$ cat src/rtl/types_pnp_pkg.sv
`default_nettype none
// +----------------------------------------------------------------------------+
// | Package : types_pnp_pkg                                                     |
// | Brief   : Descriptor offsets, scanner state type and address helper for     |
// |           the plug-n-play table scanner.                                    |
// | Rev     : 1.0  initial release                                              |
// +----------------------------------------------------------------------------+
package types_pnp_pkg;

    localparam logic [3:0] PNP_DESCR_OFF_TYPE  = 4'd0;
    localparam logic [3:0] PNP_DESCR_OFF_ID    = 4'd4;
    localparam logic [3:0] PNP_DESCR_OFF_START = 4'd8;
    localparam logic [3:0] PNP_DESCR_OFF_END   = 4'd12;

    localparam logic [1:0] PNP_DESCR_INVALID   = 2'd0;

    typedef enum logic [2:0] {
        PNP_SCAN_IDLE   = 3'd0,
        PNP_SCAN_SETUP  = 3'd1,
        PNP_SCAN_ACCESS = 3'd2,
        PNP_SCAN_CHECK  = 3'd3,
        PNP_SCAN_DONE   = 3'd4
    } pnp_scan_state_type;

    // Each slot is 16 bytes; word selects one of its four 32-bit fields.
    function automatic logic [31:0] pnp_descr_addr(input logic [31:0] base,
                                                   input logic [4:0]  slot,
                                                   input logic [1:0]  word);
        return base + {23'd0, slot, word, 2'b00};
    endfunction

endpackage
`default_nettype wire

$ cat src/rtl/pnp_apb_rd.sv
`default_nettype none
// +----------------------------------------------------------------------------+
// | Module : pnp_apb_rd                                                         |
// | Brief  : Single-read APB engine. Holding i_req gives SETUP then ACCESS;     |
// |          o_ack pulses when the read completes. With PNP_SCAN_TIMEOUT_EN     |
// |          an ACCESS lasting TIMEOUT cycles without PREADY ends in an error.  |
// | Rev    : 1.0  initial release                                               |
// +----------------------------------------------------------------------------+
module pnp_apb_rd #(
    parameter int TIMEOUT = 255
) (
    input  logic        i_clk,
    input  logic        i_nrst,
    input  logic        i_req,
    input  logic [31:0] i_addr,
    output logic        o_ack,
    output logic        o_err,
    output logic [31:0] o_rdata,
    output logic        o_psel,
    output logic        o_penable,
    output logic [31:0] o_paddr,
    input  logic        i_pready,
    input  logic [31:0] i_prdata,
    input  logic        i_pslverr
);

    logic r_access;
    logic w_timeout;

`ifdef PNP_SCAN_TIMEOUT_EN
    localparam logic [7:0] c_TIMEOUT_LAST = 8'(TIMEOUT - 1);
    logic [7:0] r_timer;

    // Cleared in every SETUP phase, counts stalled ACCESS cycles.
    always_ff @(posedge i_clk or negedge i_nrst) begin
        if (!i_nrst) begin
            r_timer <= 8'd0;
        end else if (!r_access) begin
            r_timer <= 8'd0;
        end else if (!i_pready) begin
            r_timer <= r_timer + 8'd1;
        end
    end

    assign w_timeout = r_access && !i_pready && (r_timer == c_TIMEOUT_LAST);
`else
    assign w_timeout = 1'b0;
`endif

    always_ff @(posedge i_clk or negedge i_nrst) begin
        if (!i_nrst) begin
            r_access <= 1'b0;
        end else begin
            r_access <= i_req && (!r_access || !o_ack);
        end
    end

    assign o_ack     = r_access && (i_pready || w_timeout);
    assign o_err     = r_access && ((i_pready && i_pslverr) || w_timeout);
    assign o_rdata   = i_prdata;
    assign o_psel    = i_req;
    assign o_penable = i_req && r_access;
    assign o_paddr   = i_req ? i_addr : 32'd0;

endmodule
`default_nettype wire

$ cat src/rtl/pnp_scanner.sv
`default_nettype none
// +----------------------------------------------------------------------------+
// | Module : pnp_scanner                                                        |
// | Brief  : Walks the pnp descriptor table over APB and reports the Nth slot   |
// |          matching vid/did. PNP_SCAN_TIMEOUT_EN enables the PREADY timeout.  |
// | Rev    : 1.0  initial release                                               |
// +----------------------------------------------------------------------------+
module pnp_scanner
    import types_pnp_pkg::*;
#(
    parameter logic [31:0] TABLE_BASE = 32'h000FF000,
    parameter int          MAX_DEV    = 16,
    parameter int          TIMEOUT    = 255
) (
    input  logic        i_clk,
    input  logic        i_nrst,
    input  logic        i_start,
    input  logic [15:0] i_vid,
    input  logic [15:0] i_did,
    input  logic [3:0]  i_inst,
    output logic        o_busy,
    output logic        o_done,
    output logic        o_found,
    output logic        o_err,
    output logic [4:0]  o_index,
    output logic [31:0] o_addr_start,
    output logic [31:0] o_addr_end,
    output logic        o_psel,
    output logic        o_penable,
    output logic [31:0] o_paddr,
    output logic        o_pwrite,
    input  logic        i_pready,
    input  logic [31:0] i_prdata,
    input  logic        i_pslverr
);

    localparam logic [4:0] c_LAST_SLOT = 5'(MAX_DEV - 1);

    pnp_scan_state_type r_state, w_next;

    logic [15:0] r_vid, r_did;
    logic [3:0]  r_inst, r_count;
    logic [4:0]  r_slot;
    logic [1:0]  r_word;
    logic [9:0]  r_type_size;
    logic [31:0] r_id, r_start, r_end;

    logic        w_req, w_ack, w_err;
    logic [31:0] w_rdata;
    logic        w_table_end, w_match, w_hit, w_last_slot;

    pnp_apb_rd #(
        .TIMEOUT (TIMEOUT)
    ) u_apb_rd (
        .i_clk     (i_clk),
        .i_nrst    (i_nrst),
        .i_req     (w_req),
        .i_addr    (pnp_descr_addr(TABLE_BASE, r_slot, r_word)),
        .o_ack     (w_ack),
        .o_err     (w_err),
        .o_rdata   (w_rdata),
        .o_psel    (o_psel),
        .o_penable (o_penable),
        .o_paddr   (o_paddr),
        .i_pready  (i_pready),
        .i_prdata  (i_prdata),
        .i_pslverr (i_pslverr)
    );

    assign w_table_end = (r_type_size[9:8] == PNP_DESCR_INVALID) || (r_type_size[7:0] == 8'd0);
    assign w_match     = (r_id == {r_vid, r_did});
    assign w_hit       = w_match && (r_count == r_inst);
    assign w_last_slot = (r_slot == c_LAST_SLOT);

    always_ff @(posedge i_clk or negedge i_nrst) begin
        if (!i_nrst) r_state <= PNP_SCAN_IDLE;
        else         r_state <= w_next;
    end

    always_comb begin
        w_next = r_state;
        w_req  = 1'b0;
        unique case (r_state)
            PNP_SCAN_IDLE:   if (i_start) w_next = PNP_SCAN_SETUP;
            PNP_SCAN_SETUP: begin
                w_req  = 1'b1;
                w_next = PNP_SCAN_ACCESS;
            end
            PNP_SCAN_ACCESS: begin
                w_req = 1'b1;
                if (w_ack) begin
                    if (w_err)              w_next = PNP_SCAN_DONE;
                    else if (r_word == 2'd3) w_next = PNP_SCAN_CHECK;
                    else                    w_next = PNP_SCAN_SETUP;
                end
            end
            PNP_SCAN_CHECK: begin
                if (w_table_end || w_hit || w_last_slot) w_next = PNP_SCAN_DONE;
                else                                     w_next = PNP_SCAN_SETUP;
            end
            PNP_SCAN_DONE:   w_next = PNP_SCAN_IDLE;
            default:         w_next = PNP_SCAN_IDLE;
        endcase
    end

    always_ff @(posedge i_clk or negedge i_nrst) begin
        if (!i_nrst) begin
            r_vid        <= 16'd0;
            r_did        <= 16'd0;
            r_inst       <= 4'd0;
            r_count      <= 4'd0;
            r_slot       <= 5'd0;
            r_word       <= 2'd0;
            r_type_size  <= 10'd0;
            r_id         <= 32'd0;
            r_start      <= 32'd0;
            r_end        <= 32'd0;
            o_found      <= 1'b0;
            o_err        <= 1'b0;
            o_index      <= 5'd0;
            o_addr_start <= 32'd0;
            o_addr_end   <= 32'd0;
        end else if (r_state == PNP_SCAN_IDLE) begin
            if (i_start) begin
                r_vid   <= i_vid;
                r_did   <= i_did;
                r_inst  <= i_inst;
                r_count <= 4'd0;
                r_slot  <= 5'd0;
                r_word  <= 2'd0;
                o_found <= 1'b0;
                o_err   <= 1'b0;
            end
        end else if (r_state == PNP_SCAN_ACCESS) begin
            if (w_ack && w_err) begin
                o_err <= 1'b1;
            end else if (w_ack) begin
                // Word wraps 3 -> 0 so the next slot starts at its type word.
                r_word <= r_word + 2'd1;
                unique case ({r_word, 2'b00})
                    PNP_DESCR_OFF_TYPE:  r_type_size <= w_rdata[9:0];
                    PNP_DESCR_OFF_ID:    r_id        <= w_rdata;
                    PNP_DESCR_OFF_START: r_start     <= w_rdata;
                    PNP_DESCR_OFF_END:   r_end       <= w_rdata;
                    default: ;
                endcase
            end
        end else if (r_state == PNP_SCAN_CHECK) begin
            if (!w_table_end) begin
                if (w_hit) begin
                    o_found      <= 1'b1;
                    o_index      <= r_slot;
                    o_addr_start <= r_start;
                    o_addr_end   <= r_end;
                end else begin
                    if (w_match)      r_count <= r_count + 4'd1;
                    if (!w_last_slot) r_slot  <= r_slot + 5'd1;
                end
            end
        end
    end

    assign o_busy   = (r_state == PNP_SCAN_SETUP) || (r_state == PNP_SCAN_ACCESS) ||
                      (r_state == PNP_SCAN_CHECK);
    assign o_done   = (r_state == PNP_SCAN_DONE);
    assign o_pwrite = 1'b0;

endmodule
`default_nettype wire

$ cat config.mk
export PLATFORM = sky130hd
export DESIGN_NAME = pnp_scanner
export DESIGN_NICKNAME = d
export VERILOG_FILES = /design/src/rtl/types_pnp_pkg.sv /design/src/rtl/pnp_apb_rd.sv /design/src/rtl/pnp_scanner.sv
export SDC_FILE = /design/constraint.sdc
export NUM_CORES = 1
export LEC_CHECK = 0
export CORE_ASPECT_RATIO = 1.1
export CORE_UTILIZATION = 44
export CTS_BUF_LIST = sky130_fd_sc_hd__clkbuf_4
export DETAILED_ROUTE_END_ITERATION = 12
export PLACE_DENSITY = 0.67
export SYNTH_ARGS = -nofsm -noshare
export SYNTH_HDL_FRONTEND = slang
export SYNTH_SLANG_ARGS = --single-unit
$ cat constraint.sdc
create_clock -name i_clk -period 5.4 [get_ports i_clk]
set_input_delay 1.35 -clock i_clk [delete_from_list [all_inputs] [get_ports i_clk]]
set_output_delay 1.35 -clock i_clk [all_outputs]
set_load 0.01 [all_outputs]
-- Yosys cells after proc, flatten, opt, wreduce, memory -nomap -nowiden
Cells that the tools add are included.
- $add $sub $neg: 4
- eq/ne operators: 17
- reductions and logical operators: 38
- multiplexer cells: 36
- bitwise logic cells: 4
- operator list (cell ; count):
    5-bit 2-to-1 mux ; 7
    32-bit equality test ; 1
    5-bit AND reduction ; 6
    4-bit 2-to-1 mux ; 7
    20-bit by 9-bit adder with 21-bit output (first input constant) ; 1
    21-bit 2-to-1 mux ; 1
    2-bit 2-to-1 mux ; 6
    3-bit 2-to-1 mux ; 4
    3-bit case mux with 4 select lines ; 1
    6-bit AND reduction ; 2
    2-bit nonzero test ; 6
    1-bit 2-to-1 mux ; 10
    8-bit zero test ; 1
    2-bit by 1-bit inequality test with 1-bit output (second input constant) ; 4
    1-bit logical AND ; 7
    3-bit by 2-bit equality test with 1-bit output (second input constant) ; 2
    1-bit logical OR ; 6
    2-bit inequality test (second input constant) ; 3
    5-bit by 1-bit adder with 5-bit output (second input constant) ; 1
    5-bit by 4-bit equality test with 1-bit output (second input constant) ; 1
    4-bit by 1-bit adder with 4-bit output (second input constant) ; 1
    2-bit equality test (second input constant) ; 2
    4-bit equality test ; 1
    2-bit zero test ; 2
    other kinds (11) ; 16
- logic and storage cells: 116
- bits in registers: 228
- output and inout port bits: 108

-- Logic depth before layout (Yosys ltp)
- depth in word-level cells: 7
- gate-level depth with buffers: 9
- depth with buffers taken out: 6

-- By module
From an unflattened synthesis, not the netlist that was laid out.
- cells, all modules: 746
- area, all modules: 10126.0 µm²
- by module, submodules not included (module ; cells an instance ; times used ; seq. area each (µm²) ; area each (µm²)):
    pnp_scanner ; 673 ; 1 ; 5680.4 ; 9570.4
    pnp_apb_rd ; 73 ; 1 ; 25.0 ; 555.5

-- Worst setup path after synthesis
Ideal clock, no wire load.
- kind: reg-to-output
- start: register r_state[0]
- end: output o_paddr[2]
- setup slack: 2373 ps
- data arrival time: 1677 ps
- data required time: 4050 ps
- stages on the path, launching flop included: 5
- cell sequence: dfrtp_1 -> clkbuf_2 -> nand2b_1 -> a21oi_1 -> and2_1
- word-level cells in the longest chain between the ends: 4
- elaborated cells between the ends (all ways): 5
- RTL lines (element ; line ; text):
    start, declared ; pnp_scanner.sv:39 ; pnp_scan_state_type r_state, w_next;
    start signal, assigned ; pnp_scanner.sv:77 ; else r_state <= w_next;
    3-bit by 1-bit equality test with 1-bit output / 3-bit by 2-bit equality test with 1-bit output (equally long branches) ; pnp_scanner.sv:83 ; unique case (r_state)
    2-bit OR reduction (no line) * ; - ;
    1-bit 2-to-1 mux * ; pnp_scanner.sv:83 ;
    net o_psel ; pnp_scanner.sv:28 ; output logic o_psel,
    21-bit 2-to-1 mux * ; pnp_apb_rd.sv:63 ; assign o_paddr = i_req ? i_addr : 32'd0;
    end, declared ; pnp_scanner.sv:30 ; output logic [31:0] o_paddr,
Mark *: on every way through the listed nets, which the timed path passes. The rest lies on a longest branch.

-- Final worst setup path
- start: register r_state[0]
- end: output o_paddr[3]
- word-level cells in the longest chain between the ends: 4
- elaborated cells between the ends (all ways): 5
- RTL lines (element ; line):
    3-bit by 1-bit equality test with 1-bit output / 3-bit by 2-bit equality test with 1-bit output (equally long branches) ; pnp_scanner.sv:83
    2-bit OR reduction (no line) * ; -
    1-bit 2-to-1 mux * ; pnp_scanner.sv:83
    21-bit 2-to-1 mux * ; pnp_apb_rd.sv:63
Every way passes the cells marked *; elsewhere a longest branch is shown, timed or not.

==> metrics.md <==
| Metric | Value |
|---|---|
| Share of flip-flops with an asynchronous set or reset | `100%` |
| Fin Setup TNS | `0 ns` |
| Fillers | `1898` |
| Die area | `22900 um^2` |
| Pint | `0.00323 W` |
| #FFs+latches synth | `228` |
| Synth Area per Inst | `13.5 um^2` |
| Critical path class | `reg2out` |
| Worst-Margin Slew | `1.10 ns` |
| Wire per inst | `16.5 um` |
| Slowest stage cell, crit path | `a21oi_1` |
| Initial antenna violation count | `1` |
| Synth area leader | `dfrtp_1` |
| Logic pwr share | `22.4%` |
| Clock period minus final worst setup slack | `4.36 ns` |
| Net Sw Frac | `30.5%` |
| Remaining DRCs | `0` |
| Post-synthesis mux area share | `23.0%` |
| Input/output buffers | `162` |
| Worst EP required | `4.05 ns` |
| Routed wl met3 | `990 um` |
| Netlist cell types | `40` |
| Largest net degree at the start of global routing | `124` |
| Min-Delay Endpoint | `r_start[8]$_DFFE_PN0P_` |
| Register area share after synthesis | `58.1%` |
| CP delay by family, top | `compound AO/OA/AOI/OAI gates` |
| Yosys top cell area share | `58.1%` |
| Uppermost layer routed | `met4` |
| Post-CTS Hold Buffers | `0` |
| Met1 Routed Length | `9170 um` |
| Antenna-violating nets left | `0` |
| Fin Clk Skew | `0.0294 ns` |
| Top-Level Pins | `181` |
| Worst Hold Class | `reg2reg` |
| Tot GR Track Use | `18.5%` |
| Worst-path fanout max | `18` |
| Synth warn | `0` |
| CTS clock-pin slew for the worst setup and hold paths | `0.06 ns` |
| GP Congestion | `0.772` |
| Share of cells above drive strength 1 | `29.0%` |
| Metal2 WL | `9940 um` |
| Vias in the first global route | `6171` |
| XOR/XNOR share of the synthesized area | `3.21%` |
| Mean number of vias per cell | `4.82` |
| Primary FF master, synth | `dfrtp_1` |
| Routed vias | `5969` |
| Fin nets | `991` |
| Register area | `5710 um^2` |
| Post-synth EDFFs | `0` |
| Critical Path AT | `3.01 ns` |
| Clk pwr share | `31.5%` |
| Mapped cell area | `9820 um^2` |
| Synth Area in Adders | `0.892%` |
| Total gr overflow | `0` |
| Startpoint types | `register` |
| CTS root buffer | `clkbuf_4` |
| Crit path capture type | `output pin` |
| Clk Latency, worst-skew pair | `0.66 ns` |
| Die Ht | `159 um` |
| Setup Viol. Count Final | `0` |
| Status | `finished, final reports clean` |
| Fin Hold WS | `0.491 ns` |
| Pwr/cell area | `379 nW/um^2` |
| Cells after Synth | `728` |
| Switching Power | `0.00141 W` |
| Crit share post-route | `80.8%` |
| Post-DP HPWL | `13500 um` |
| Worst Min Path Start | `r_start[8]$_DFFE_PN0P_` |
| Core area | `21600 um^2` |
| Number of maximum-capacitance violations | `0` |
| Synth top area cells | `dfrtp_1 58%, mux2_2 12%, mux2_4 10%` |
| Core Util, Final | `56.8%` |
| Clk buf depth | `3` |
| Final hold vios | `0` |
| Worst vdd ir | `0.000147 V` |
| Leak | `6.21 nW` |
| Crit-path cells | `nand2b_1 > a21oi_1 > and2_1 > clkdlybuf4s50_1` |
| Slew Limit Fails | `0` |
| Die W | `144 um` |
| Starting DRT DRC Count | `152` |
| CTS Buf Count | `58` |
| Relative slew slack | `26.4%` |
| Htree depth | `2` |
| Post-CTS Setup Bufs | `0` |
| Worst path bufs/invs | `1` |
| Reg2reg setup slack | `2.37 ns` |
| # resized after CTS | `0` |
| Max Clock Freq | `229 MHz` |
| Initial cell density of the core | `45.5%` |
| Clk sinks | `228` |
| Delay of the slowest cell on the worst path | `0.90 ns` |
| RSZ-0062 raised after global routing | `false` |
| CTS tree | `yes` |
| WHS Path Cells | `1` |
| Worst Reg-to-Reg Cells | `6` |
| Multi-input logic area | `3750 um^2` |
| Simple-gate share of the synthesized area | `9.10%` |
| Crit Reg-Reg Endpoint | `o_addr_start[12]$_DFFE_PN0P_` |
| RR Startpoint | `r_state[2]$_DFFE_PN0P_` |
| Main combinational cell family by area after synthesis | `multiplexers` |
| TritonRoute pass-1 iters | `4` |
| Rows | `56` |
| First-pass GRT wire length | `32700 um` |
| Synth Area in Compound Gates | `1.17%` |
| Synthesis-to-finish area growth | `24.8%` |
| Total wire length | `20400 um` |
| Sequential share of power | `46.0%` |
## state kept, by name, summed over array words and instances, names as in the netlist, 10 cells and up
signal,flops
o_addr_end,32
o_addr_start,32
r_end,32
r_id,32
r_start,32
r_did,16
r_vid,16
r_type_size,10
## kinds of logic (layout without fill, tap and decap cells)
logic type               after synthesis  count (layout)
AO/OA/AOI/OAI                         20              20
XOR/XNOR                              36              36
adder cells (fa/ha/maj)                7               7
buffers and inverters                 69             272
flip-flops                           228             228
multiplexers                         179             179
other                                  1              19
AND/OR/NAND/NOR                      188             188
## cell usage after synthesis, types with 8 or more instances
master and instances:
a21oi_1 8, and2_1 13, buf_2 13, buf_4 26
buf_6 8, clkbuf_1 11, dfrtp_1 228, inv_1 8
mux2_2 104, mux2_4 67, nand2_1 125, nor4_1 12
xor2_1 30
## worst max path at each step
| stage | startpoint | to | cells after the start |
|---|---|---|---|
| detailed placement | i_pready | r_end[5]$_DFFE_PN0P_ | 5 |
| CTS | r_state[0]$_DFFE_PN0P_ | o_paddr[3] | 4 |
| floorplan | r_state[0]$_DFFE_PN0P_ | o_paddr[2] | 4 |
| global route | r_state[0]$_DFFE_PN0P_ | o_paddr[3] | 4 |
| finish | r_state[0]$_DFFE_PN0P_ | o_paddr[3] | 4 |
| global placement | i_pready | r_start[13]$_DFFE_PN0P_ | 5 |
## per-layer routing
metal  global-route usage (%)  vias to the layer above
met5                        0                        -
met4                     6.02                        0
met3                     4.24                       34
met2                     30.0                      147
met1                     24.6                     2967
li1                         -                     2821
## power groups by stage
stage / combinational, W / clock, W / sequential (W)
6_report: 0.00104 / 0.00147 / 0.00214
5_1_grt: 0.00116 / 0.00161 / 0.00217
4_1_cts: 0.00107 / 0.00152 / 0.00214
3_5_place_dp: 0.00107 / 0 / 0.00217
3_3_place_gp: 0.00104 / 0 / 0.00216
2_1_floorplan: 0.000744 / 0 / 0.00211
## stage by stage
stage          power (W)  area (um^2)  instances  setup WS, ns
2_1_floorplan    0.00286         9880        745          2.37
3_3_place_gp     0.00320        11500       1141          1.63
3_5_place_dp     0.00324        11500       1141          1.55
4_1_cts          0.00473        12200       1238         0.928
5_1_grt          0.00494        12300       1239         0.811
6_report         0.00465        12300       1239          1.04
## cells in the final DEF, fill, tap and decap left out, types with 2 or more instances in the layout
cell and instances:
inv_1 8, nand2_1 124, or3_1 3, dfrtp_1 228
buf_4 5, clkdlybuf4s50_1 161, ha_1 7, nor3_1 2
nor2_1 6, mux2_2 104, mux2_1 3, clkbuf_4 84
clkinv_2 2, mux2i_1 5, nand2b_1 4, clkinv_1 9
a211oi_1 2, xor2_1 30, nor4b_1 2, xnor2_1 6
mux2_4 67, a21oi_1 8, nand3_1 6, bufinv_16 2
nand4_1 4, and2_1 11, and2_2 4, conb_1 18
nor4_2 2, nor4_1 12, o21ai_0 7, nor4_4 2
## layout make-up
type,instances,share of cell area [%]
Inverter,8,0.245
Timing Repair Buffer,167,13.6
Clock inverter,13,0.848
Tap cell,290,2.96
Clock buffer,84,5.15
Antenna cell,1,0.0204
Sequential cell,228,46.6
Multi-Input combinational cell,448,30.6
No activity file was read; power rests on OpenSTA's default activity.
